### src/rtl/uart_rx_sequencer_pkg.sv
// Shared types and constants for the UART receive sequencer.
// Optional parity support is controlled by UART_RX_PARITY_EN (see uart_rx_sequencer.sv).
package uart_rx_sequencer_pkg;

   typedef enum logic [2:0] {
      ST_IDLE   = 3'd0,
      ST_START  = 3'd1,
      ST_DATA   = 3'd2,
      ST_PARITY = 3'd3,
      ST_STOP   = 3'd4
   } rx_state_e;

   localparam int OVERSAMPLE = 8;

   // Capture points sit mid-bit; the vote is resolved on the last sub-sample.
   localparam logic [2:0] SAMPLE_A = 3'd3;
   localparam logic [2:0] SAMPLE_B = 3'd4;
   localparam logic [2:0] SAMPLE_C = 3'd5;
   localparam logic [2:0] SC_LAST  = 3'd7;

   function automatic logic majority3(input logic a, input logic b, input logic c);
      return (a & b) | (a & c) | (b & c);
   endfunction

endpackage

### src/rtl/uart_rx_sequencer_rx_bit_sampler.sv
// Line synchronizer plus three-point capture and majority vote for one bit period.
module rx_bit_sampler (
   input  logic       clk,
   input  logic       rst_n,
   input  logic       sample_tick,
   input  logic       rxd,
   input  logic [2:0] sc,
   output logic       rxd_sync,
   output logic       bit_vote
);
   import uart_rx_sequencer_pkg::*;

   logic sync1_q, sync1_d;
   logic sync2_q, sync2_d;
   logic cap_a_q, cap_a_d;
   logic cap_b_q, cap_b_d;
   logic cap_c_q, cap_c_d;

   always_comb begin
      sync1_d = rxd;
      sync2_d = sync1_q;
      cap_a_d = cap_a_q;
      cap_b_d = cap_b_q;
      cap_c_d = cap_c_q;
      if (sample_tick) begin
         if (sc == SAMPLE_A) cap_a_d = sync2_q;
         if (sc == SAMPLE_B) cap_b_d = sync2_q;
         if (sc == SAMPLE_C) cap_c_d = sync2_q;
      end
   end

   // Everything resets to the idle-line level so no spurious start is seen.
   always_ff @(posedge clk or negedge rst_n) begin
      if (!rst_n) begin
         sync1_q <= 1'b1;
         sync2_q <= 1'b1;
         cap_a_q <= 1'b1;
         cap_b_q <= 1'b1;
         cap_c_q <= 1'b1;
      end else begin
         sync1_q <= sync1_d;
         sync2_q <= sync2_d;
         cap_a_q <= cap_a_d;
         cap_b_q <= cap_b_d;
         cap_c_q <= cap_c_d;
      end
   end

   assign rxd_sync = sync2_q;
   assign bit_vote = majority3(cap_a_q, cap_b_q, cap_c_q);

endmodule

### src/rtl/uart_rx_sequencer.sv
// UART receive sequencer: frame FSM, sub-sample/bit counters, shift register, valid/ready output.
// Define UART_RX_PARITY_EN to add an even-parity bit between data and stop.
//
// state     | meaning
// ----------+--------------------------------------------------------
// ST_IDLE   | line idle, waiting for synced rxd low on a tick
// ST_START  | validating the start bit (false start -> ST_IDLE)
// ST_DATA   | collecting DATA_BITS data bits, LSB first
// ST_PARITY | checking even parity (UART_RX_PARITY_EN only)
// ST_STOP   | checking stop bit, delivering or discarding the byte
module uart_rx_sequencer #(
   parameter int OVERSAMPLE = uart_rx_sequencer_pkg::OVERSAMPLE,
   parameter int DATA_BITS  = 8
) (
   input  logic                 clk,
   input  logic                 rst_n,
   input  logic                 sample_tick,
   input  logic                 rxd,
   input  logic                 rx_ready,
   output logic [DATA_BITS-1:0] rx_data,
   output logic                 rx_valid,
   output logic                 busy,
   output logic                 frame_err,
   output logic                 overrun_err,
   output logic                 parity_err
);
   import uart_rx_sequencer_pkg::*;

   localparam int                IDX_W    = (DATA_BITS > 1) ? $clog2(DATA_BITS) : 1;
   localparam logic [2:0]        SC_END   = 3'(OVERSAMPLE - 1);
   localparam logic [IDX_W-1:0]  IDX_LAST = IDX_W'(DATA_BITS - 1);

   rx_state_e            state_q, state_d;
   logic [2:0]           sc_q, sc_d;
   logic [IDX_W-1:0]     idx_q, idx_d;
   logic [DATA_BITS-1:0] shift_q, shift_d;
   logic [DATA_BITS-1:0] rx_data_q, rx_data_d;
   logic                 rx_valid_q, rx_valid_d;
   logic                 frame_err_q, frame_err_d;
   logic                 overrun_err_q, overrun_err_d;
   logic                 deliver;
   logic                 line_sync;
   logic                 bit_vote;
`ifdef UART_RX_PARITY_EN
   logic                 discard_q, discard_d;
   logic                 parity_err_q, parity_err_d;
`endif

   rx_bit_sampler u_sampler (
      .clk         (clk),
      .rst_n       (rst_n),
      .sample_tick (sample_tick),
      .rxd         (rxd),
      .sc          (sc_q),
      .rxd_sync    (line_sync),
      .bit_vote    (bit_vote)
   );

   always_comb begin
      state_d       = state_q;
      sc_d          = sc_q;
      idx_d         = idx_q;
      shift_d       = shift_q;
      rx_data_d     = rx_data_q;
      rx_valid_d    = rx_valid_q & ~rx_ready;
      frame_err_d   = 1'b0;
      overrun_err_d = 1'b0;
      deliver       = 1'b0;
`ifdef UART_RX_PARITY_EN
      discard_d     = discard_q;
      parity_err_d  = 1'b0;
`endif
      if (sample_tick) begin
         sc_d = (sc_q == SC_END) ? 3'd0 : sc_q + 3'd1;
         unique case (state_q)
            ST_IDLE: begin
               sc_d = 3'd0;
               // The detecting tick is sub-sample 0 of the start bit.
               if (!line_sync) begin
                  state_d = ST_START;
                  sc_d    = 3'd1;
               end
            end
            ST_START: begin
               if (sc_q == SC_END) begin
                  if (bit_vote) begin
                     state_d = ST_IDLE;
                  end else begin
                     state_d = ST_DATA;
                     idx_d   = '0;
                  end
               end
            end
            ST_DATA: begin
               if (sc_q == SC_END) begin
                  shift_d[idx_q] = bit_vote;
                  if (idx_q == IDX_LAST) begin
`ifdef UART_RX_PARITY_EN
                     state_d = ST_PARITY;
`else
                     state_d = ST_STOP;
`endif
                  end else begin
                     idx_d = idx_q + 1'b1;
                  end
               end
            end
`ifdef UART_RX_PARITY_EN
            ST_PARITY: begin
               if (sc_q == SC_END) begin
                  if (^{shift_q, bit_vote}) discard_d = 1'b1;
                  state_d = ST_STOP;
               end
            end
`endif
            ST_STOP: begin
               if (sc_q == SC_END) begin
                  state_d = ST_IDLE;
`ifdef UART_RX_PARITY_EN
                  // Parity error is reported here so it lines up with frame_err.
                  parity_err_d = discard_q;
                  discard_d    = 1'b0;
                  if (!bit_vote)       frame_err_d = 1'b1;
                  else if (!discard_q) deliver     = 1'b1;
`else
                  if (!bit_vote) frame_err_d = 1'b1;
                  else           deliver     = 1'b1;
`endif
               end
            end
            default: begin
               state_d = ST_IDLE;
               sc_d    = 3'd0;
            end
         endcase
      end

      // A byte accepted downstream this cycle frees the slot for the new one.
      if (deliver) begin
         if (!rx_valid_q || rx_ready) begin
            rx_data_d  = shift_q;
            rx_valid_d = 1'b1;
         end else begin
            overrun_err_d = 1'b1;
         end
      end
   end

   always_ff @(posedge clk or negedge rst_n) begin
      if (!rst_n) begin
         state_q       <= ST_IDLE;
         sc_q          <= 3'd0;
         idx_q         <= '0;
         shift_q       <= '0;
         rx_data_q     <= '0;
         rx_valid_q    <= 1'b0;
         frame_err_q   <= 1'b0;
         overrun_err_q <= 1'b0;
      end else begin
         state_q       <= state_d;
         sc_q          <= sc_d;
         idx_q         <= idx_d;
         shift_q       <= shift_d;
         rx_data_q     <= rx_data_d;
         rx_valid_q    <= rx_valid_d;
         frame_err_q   <= frame_err_d;
         overrun_err_q <= overrun_err_d;
      end
   end

`ifdef UART_RX_PARITY_EN
   always_ff @(posedge clk or negedge rst_n) begin
      if (!rst_n) begin
         discard_q    <= 1'b0;
         parity_err_q <= 1'b0;
      end else begin
         discard_q    <= discard_d;
         parity_err_q <= parity_err_d;
      end
   end

   assign parity_err = parity_err_q;
`else
   assign parity_err = 1'b0;
`endif

   assign rx_data     = rx_data_q;
   assign rx_valid    = rx_valid_q;
   assign busy        = (state_q != ST_IDLE);
   assign frame_err   = frame_err_q;
   assign overrun_err = overrun_err_q;

endmodule
### config.mk
export PLATFORM = sky130hd
export DESIGN_NAME = uart_rx_sequencer
export DESIGN_NICKNAME = d
export VERILOG_FILES = /design/src/rtl/uart_rx_sequencer_pkg.sv /design/src/rtl/uart_rx_sequencer_rx_bit_sampler.sv /design/src/rtl/uart_rx_sequencer.sv
export SDC_FILE = /design/constraint.sdc
export NUM_CORES = 1
export LEC_CHECK = 0
export CORE_MARGIN = 8
export CORE_UTILIZATION = 24
export CTS_BUF_LIST = sky130_fd_sc_hd__clkbuf_4 sky130_fd_sc_hd__clkbuf_8
export CTS_CLUSTER_DIAMETER = 120
export DETAILED_ROUTE_END_ITERATION = 6
export HOLD_SLACK_MARGIN = 0.1
export PLACE_DENSITY_LB_ADDON = 0.05
export SLEW_MARGIN = 30
export SYNTH_ARGS = -nofsm -noshare
export SYNTH_HDL_FRONTEND = slang
export SYNTH_SLANG_ARGS = --single-unit
### constraint.sdc
create_clock -name clk -period 1.75 [get_ports clk]
set_clock_uncertainty 0.05 [all_clocks]
set_input_delay 0.35 -clock clk [delete_from_list [all_inputs] [get_ports clk]]
set_output_delay 0.35 -clock clk [all_outputs]
set_load 0.02 [all_outputs]
==> flow_summary_export.csv, run 1 <==
group,metric,value,unit
global_route,top_usage_layer,"met2",
global_route,use_met1,0.0996,
cts,htreeDepth,2,
route,drt_first_pass_iters,4,
floorplanning,placementRows,30,
critical_path,cp-startpoint,"state_q[2]",
sta,fin_crit,1.74,ns
worst_hold_path,worstHoldPathType,"reg -> reg",
yosys,syn_nets,150,
critical_path,critPathKind,"reg -> reg",
route,wire_per_inst,14.8,microns
sta,final.setup.worst_slack,0.00936,ns
critical_path,slowest_delay,0.59,ns
cells_and_area,multi_input_area,827,sq um
route,viasPerCell,4.43,
cells_and_area,n_antenna_cell,0,
cts,clock_path_buffers,2,
cells_and_area,final_cells,255,
global_route,grt_start_max_net_pins,34,
route,drc,0,
cts,ctsRootBufferMaster,"clkbuf_8",
global_route,grt_use_met3,0.0320,
yosys,yosys_warnings,0,
floorplanning,die-width,98.4,microns
pwr,power.leakage,0.965,nW
sta,hold_violations,0,
pwr,ir_worst_vdd,0.386,mV
yosys,yosysUniqueCellTypes,42,
cts,path_clk_slew,0.07,ns
floorplanning,core,6680,sq um
placed_design,dp_hpwl,2.78,mm
sta,fin_crit_sh,0.995,
cells_and_area,area_growth,35.7,%
cts,cts_tree,"done",
critical_path,required,1.87,ns
cells_and_area,layout-drive-gt1-share,0.411,
cts,cts_sinks,33,
critical_path,crit_path_top_delay_cell,"or4b_4",
yosys,synth.ff_latch_count,33,
critical_path,path_buf_inv,0,
cells_and_area,regArea,833,sq um
sta,setup_viol,0,
critical_path,worst-r2r-setup-slack,0.009,ns
yosys,seq_area_frac_synth,0.511,
floorplanning,ios,18,
critical_path,path_cells,"or4b_4 -> nor3_2 -> mux2_2",
yosys,synth_area,1630,sq um
global_route,grt_use_met2,0.138,
placed_design,numPortBuffers,16,
critical_path,worst-path-stages,3,
route,vias,1130,
yosys,synthArstFlopShare,1.00,
cts,numCtsBuffers,5,
floorplanning,die_h,98.4,microns
sta,whs,0.308,ns
critical_path,critPathTopFamily,"simple AND/OR/NAND/NOR gates",
sta,rsz0062_at_grt,"yes",
cells_and_area,final_nets,186,
yosys,synth_area_per_cell,11.8,sq um
critical_path,critPathLaunchType,"flip-flop",
critical_path,path_max_fanout,5,
yosys,synthCells,138,
critical_path,end_kind,"flip-flop",
outcome,status,"completed",
flow_run,max-cap-violations,0,
critical_path,endpoint,"shift_q[4]",
cells_and_area,fin_area,2210,sq um
critical_path,worstReg2RegStart,"state_q[2]",
critical_path,worst_r2r_endpoint,"shift_q[4]",
cts,insertion_delay,0.29,ns
global_route,antenna_found_initial,0,
sta,slew_violations,0,
placed_design,place_area,2010,sq um
pwr,power_density,1230,nW/um^2
global_route,grt_pass1_vias,1215,
cells_and_area,fillCellCount,685,
placed_design,place_ws,-0.361,ns
sta,max_freq,575,MHz
floorplanning,die_area,9670,sq um
critical_path,r2r_cells,3,
floorplanning,start_util,0.244,
placed_design,place_inst,244,
route,drtAntennaViolNets,0,
global_route,track_usage,0.0841,
global_route,overflow,0,
route,initialDrtViolationCount,41,
cells_and_area,utilization,0.331,
route,routed_wl,3.77,mm
yosys,synth_ff_type,"dfrtp_1",
critical_path,arrival,1.86,ns
placed_design,gp_congestion,0.694,
yosys,synth-edff-count,0,
global_route,grt_pass1_wl,6.44,mm
[placed cells by master (no fill, tap or decap), drive strengths merged, types with 2 or more instances in the layout]
cell            n
clkinv          2
dfstp           5
a31oi           2
or4b            2
nor2            7
nand2b          2
buf            23
o22ai           3
dfrtp          28
nand3           6
nor3            2
o21ai           3
inv             8
o211ai          5
clkdlybuf4s50  15
clkbuf          5
nor4            4
or3             2
nand4           2
ha              7
nand2           5
mux2           19
[repair_timing]
item | CTS | global route
hold buffers | 0 | 0
gates resized for setup | 17 | 5
pin swaps | 1 | 6
setup endpoints to repair | 17 | 18
gates cloned | 0 | 0
setup buffers | 1 | 2
[cell type report]
type | instances | area share
clock buffers | 5 | 0.0311
clock inverters | 3 | 0.00793
inverters | 8 | 0.0136
multi-input cells | 88 | 0.374
flip-flops and latches | 33 | 0.377
well taps | 80 | 0.0453
repair buffers | 38 | 0.151
[layer usage]
| layer | part of all wire | wire, microns | vias to the layer above |
|---|---|---|---|
| met2 | 0.49 | 1840 | 16 |
| met5 | 0 | 0 | - |
| met3 | 0.046 | 175 | 4 |
| met1 | 0.45 | 1710 | 542 |
| met4 | 0.011 | 40 | 0 |
| li1 | - | - | 568 |
[through the flow]
stage,power [W],setup TNS (ns)
4_1_cts,0.00274,-0.00542
3_5_place_dp,0.00210,-2.68
5_1_grt,0.00294,-0.295
3_3_place_gp,0.00209,-2.41
2_1_floorplan,0.00168,0
6_report,0.00272,0
[worst min-delay path by stage]
stage,start,end,slack [ns],cells past startpoint
floorplan,rst_n,frame_err,0.004,0
global placement,u_sampler.sync1_q,u_sampler.rxd_sync,0.32,0
detailed placement,u_sampler.sync1_q,u_sampler.rxd_sync,0.31,0
CTS,u_sampler.sync1_q,u_sampler.rxd_sync,0.31,0
global route,u_sampler.sync1_q,u_sampler.rxd_sync,0.31,0
finish,u_sampler.sync1_q,u_sampler.rxd_sync,0.31,0
[worst register-to-register path, cell delays in order (launching register included)]
cell	delay (ns)
dfrtp_1	0.44
or4b_4	0.59
nor3_2	0.20
mux2_2	0.35
[cell families after synthesis]
logic type / count (synthesis) / share of synthesized area
AO/OA/AOI/OAI: 18 / 0.0769
XOR/XNOR: 2 / 0.0108
adder cells (fa/ha/maj): 8 / 0.0600
buffers and inverters: 17 / 0.0453
flip-flops: 33 / 0.511
multiplexers: 20 / 0.138
other: 1 / 0.00230
AND/OR/NAND/NOR: 39 / 0.156
[sequential cells by signal (all words and copies together), names as in the netlist]
| signal | flops |
|---|---|
| frame_err | 1 |
| idx_q | 3 |
| overrun_err | 1 |
| rx_data | 8 |
| rx_valid | 1 |
| sc_q | 3 |
| shift_q | 8 |
| state_q | 3 |
| u_sampler.cap_a_q | 1 |
| u_sampler.cap_b_q | 1 |
| u_sampler.cap_c_q | 1 |
| u_sampler.rxd_sync | 1 |
| u_sampler.sync1_q | 1 |
[power breakdown]
group / switching (W) / internal (W)
Sequential: 0.0000945 / 0.000907
Clock: 0.000286 / 0.000274
Combinational: 0.000623 / 0.000535
Total: 0.00100 / 0.00172
[synth_stat cells, drive strengths merged (2+ instances only)]
library cell | instances | area [sq um]
nand2 | 5 | 18.8
o21ai | 3 | 15.0
buf | 6 | 32.5
a31oi | 2 | 12.5
nor4 | 4 | 37.5
nand2b | 2 | 12.5
nor2 | 7 | 26.3
nand3 | 6 | 30.0
o22ai | 3 | 18.8
clkbuf | 3 | 11.3
nor3 | 2 | 15.0
ha | 7 | 87.6
o211ai | 5 | 37.5
inv | 8 | 30.0
mux2 | 19 | 214
dfrtp | 28 | 701
nand4 | 2 | 18.8
or3 | 2 | 12.5
dfstp | 5 | 131
or4b | 2 | 23.8
(Power assumes the default switching activity.)
==> run 2, diff against run 1 <==
- GPL_ROUTABILITY_DRIVEN: unset -> 0
==> results of run 2 <==
Same layout as run 1: the final DEF is identical, and so are final timing and power.
==> run 3, diff against run 2 <==
- CORE_MARGIN: 8 -> unset
==> run 3 against run 2 <==
Net effect: clock power increased by 36%; highest routed layer unchanged; via count is 4.2% higher; the run now ends with DRC left; cell area up 1.2%; wire length decreased by 1.8%; critical path type unchanged.
==> flow_summary_export.csv, run 3 (synthesis gave the netlist of run 1 again) <==
group,metric,value,unit
critical_path,critPathKind,"reg -> reg",
global_route,grt_pass1_vias,1274,
cells_and_area,final_common_cell,"dfrtp_1",
floorplanning,die_area,7120,sq um
worst_hold_path,hold_depth,0,
critical_path,path_cells,"or4b_4 -> nor4_4 -> mux2_2",
pwr,p_sw_frac,0.347,
pwr,clkPwrFrac,0.260,
global_route,overflow,0,
sta,fin_crit_sh,0.982,
route,drt_first_pass_iters,6,
cts,insertion_delay,0.28,ns
critical_path,path_max_fanout,4,
pwr,power.leakage,0.973,nW
critical_path,required,1.87,ns
pwr,combPwrFrac,0.395,
floorplanning,die_h,84.4,microns
cts,htreeDepth,2,
route,wire_per_inst,14.7,microns
route,routed_wl,3.70,mm
critical_path,crit_path_top_delay_cell,"or4b_4",
critical_path,slowest_delay,0.61,ns
worst_hold_path,worstHoldPathType,"reg -> reg",
critical_path,worstReg2RegStart,"state_q[0]",
cells_and_area,layout_common_cells,"dfrtp_1, buf_4, mux2_2",
cts,ctsRootBufferMaster,"clkbuf_8",
critical_path,end_kind,"flip-flop",
route,drtAntennaViolNets,0,
critical_path,worst-r2r-setup-slack,0.03,ns
cts,clock_path_buffers,2,
critical_path,critPathLaunchType,"flip-flop",
flow_run,max-cap-violations,0,
sta,max_freq,582,MHz
cts,cts_hold_buf,0,
global_route,antenna_found_initial,0,
pwr,ir_worst_vdd,0.402,mV
sta,setup_viol,0,
pwr,internal_power,0.00190,W
floorplanning,placementRows,29,
cells_and_area,n_antenna_cell,0,
sta,rsz0062_at_grt,"yes",
cells_and_area,layout-drive-gt1-share,0.406,
critical_path,path_buf_inv,0,
cells_and_area,final_nets,186,
floorplanning,core,6460,sq um
placed_design,numPortBuffers,16,
sta,slew_violations,0,
cts,path_clk_slew,0.07,ns
route,initialDrtViolationCount,69,
floorplanning,die-width,84.4,microns
outcome,violations,"DRC",
critical_path,r2r_cells,3,
route,viasPerCell,4.67,
placed_design,place_ws,-0.350,ns
worst_hold_path,hold_start,"u_sampler.sync1_q",
critical_path,arrival,1.84,ns
pwr,seqPwrFrac,0.344,
cells_and_area,area_growth,37.4,%
cts,cts_sinks,33,
critical_path,critPathTopFamily,"simple AND/OR/NAND/NOR gates",
pwr,power_density,1300,nW/um^2
placed_design,dp_hpwl,2.60,mm
pwr,power.switching,0.00101,W
global_route,track_usage,0.116,
cts,numCtsBuffers,5,
floorplanning,ios,18,
global_route,grt_start_max_net_pins,34,
cts,cts_tree,"done",
outcome,status,"complete, but fails checks",
route,drc,2,
sta,setup_tns,0,ns
global_route,grt_pass1_wl,6.38,mm
sta,fin_crit,1.72,ns
sta,final.setup.worst_slack,0.0318,ns
sta,hold_violations,0,
worst_hold_path,min_to,"u_sampler.rxd_sync",
floorplanning,start_util,0.252,
route,vias,1177,
critical_path,worst_r2r_endpoint,"shift_q[2]",
## run 3: cell count changes in the layout (fill, tap and decap cells not counted), sizes merged
cell / change
bufinv: +1
clkinvlp: -1
clkinv: -2
clkbuf: +2
## run 3: how the worst max path moves through the flow
stage | from | endpoint | slack, ns | cells after the start
2_1_floorplan | sc_q[0] | rx_data[0] | 0.0009 | 6
3_3_place_gp | sample_tick | shift_q[3] | -0.30 | 4
3_5_place_dp | sample_tick | shift_q[3] | -0.35 | 4
4_1_cts | sc_q[0] | shift_q[3] | 0.008 | 5
5_1_grt | state_q[0] | shift_q[3] | -0.02 | 4
6_report | state_q[0] | shift_q[2] | 0.03 | 3
## run 3: repair_timing
action / 4_1_cts / 5_1_grt
pin swaps: 1 / 5
setup endpoints to repair: 14 / 16
endpoints found under the hold margin: 0 / 0
buffers inserted: 0 / 1
resized for setup: 13 / 8
## run 3: final cells by class
| cell class | instances | area, sq um |
|---|---|---|
| inverter | 8 | 30.0 |
| clock buffer | 7 | 90.1 |
| clock inverter | 1 | 30.0 |
| fill | 650 | 4220 |
| timing repair buffer | 38 | 333 |
| sequential | 33 | 832 |
| tap | 77 | 96.3 |
| multi-input combinational | 88 | 826 |
## run 3: per-stage QoR
stage               std cells  hold slack [ns]  area [sq um]  utilization  power (W)
floorplan                 138          0.00441          1640            -    0.00168
global placement          243            0.298          2020        0.313    0.00209
detailed placement        243            0.301          2020        0.313    0.00209
CTS                       251            0.312          2190        0.340    0.00293
global route              252            0.320          2240        0.346    0.00312
finish                    252            0.308          2240        0.346    0.00291
## run 3: power by group through the flow
| stage | clock network, W | logic [W] | registers, W |
|---|---|---|---|
| finish | 0.000759 | 0.00115 | 0.00100 |
| global route | 0.000823 | 0.00128 | 0.00102 |
| CTS | 0.000792 | 0.00113 | 0.00100 |
| detailed placement | 0 | 0.00108 | 0.00101 |
| global placement | 0 | 0.00108 | 0.00102 |
| floorplan | 0 | 0.000677 | 0.000999 |
## run 3: per-layer routing
metal | vias up | global-route usage | wire length [microns]
met3 | 4 | 0.0285 | 132
met1 | 589 | 0.157 | 1860
met2 | 18 | 0.180 | 1670
li1 | 566 | - | -
met4 | 0 | 0.0431 | 34
met5 | - | 0 | 0
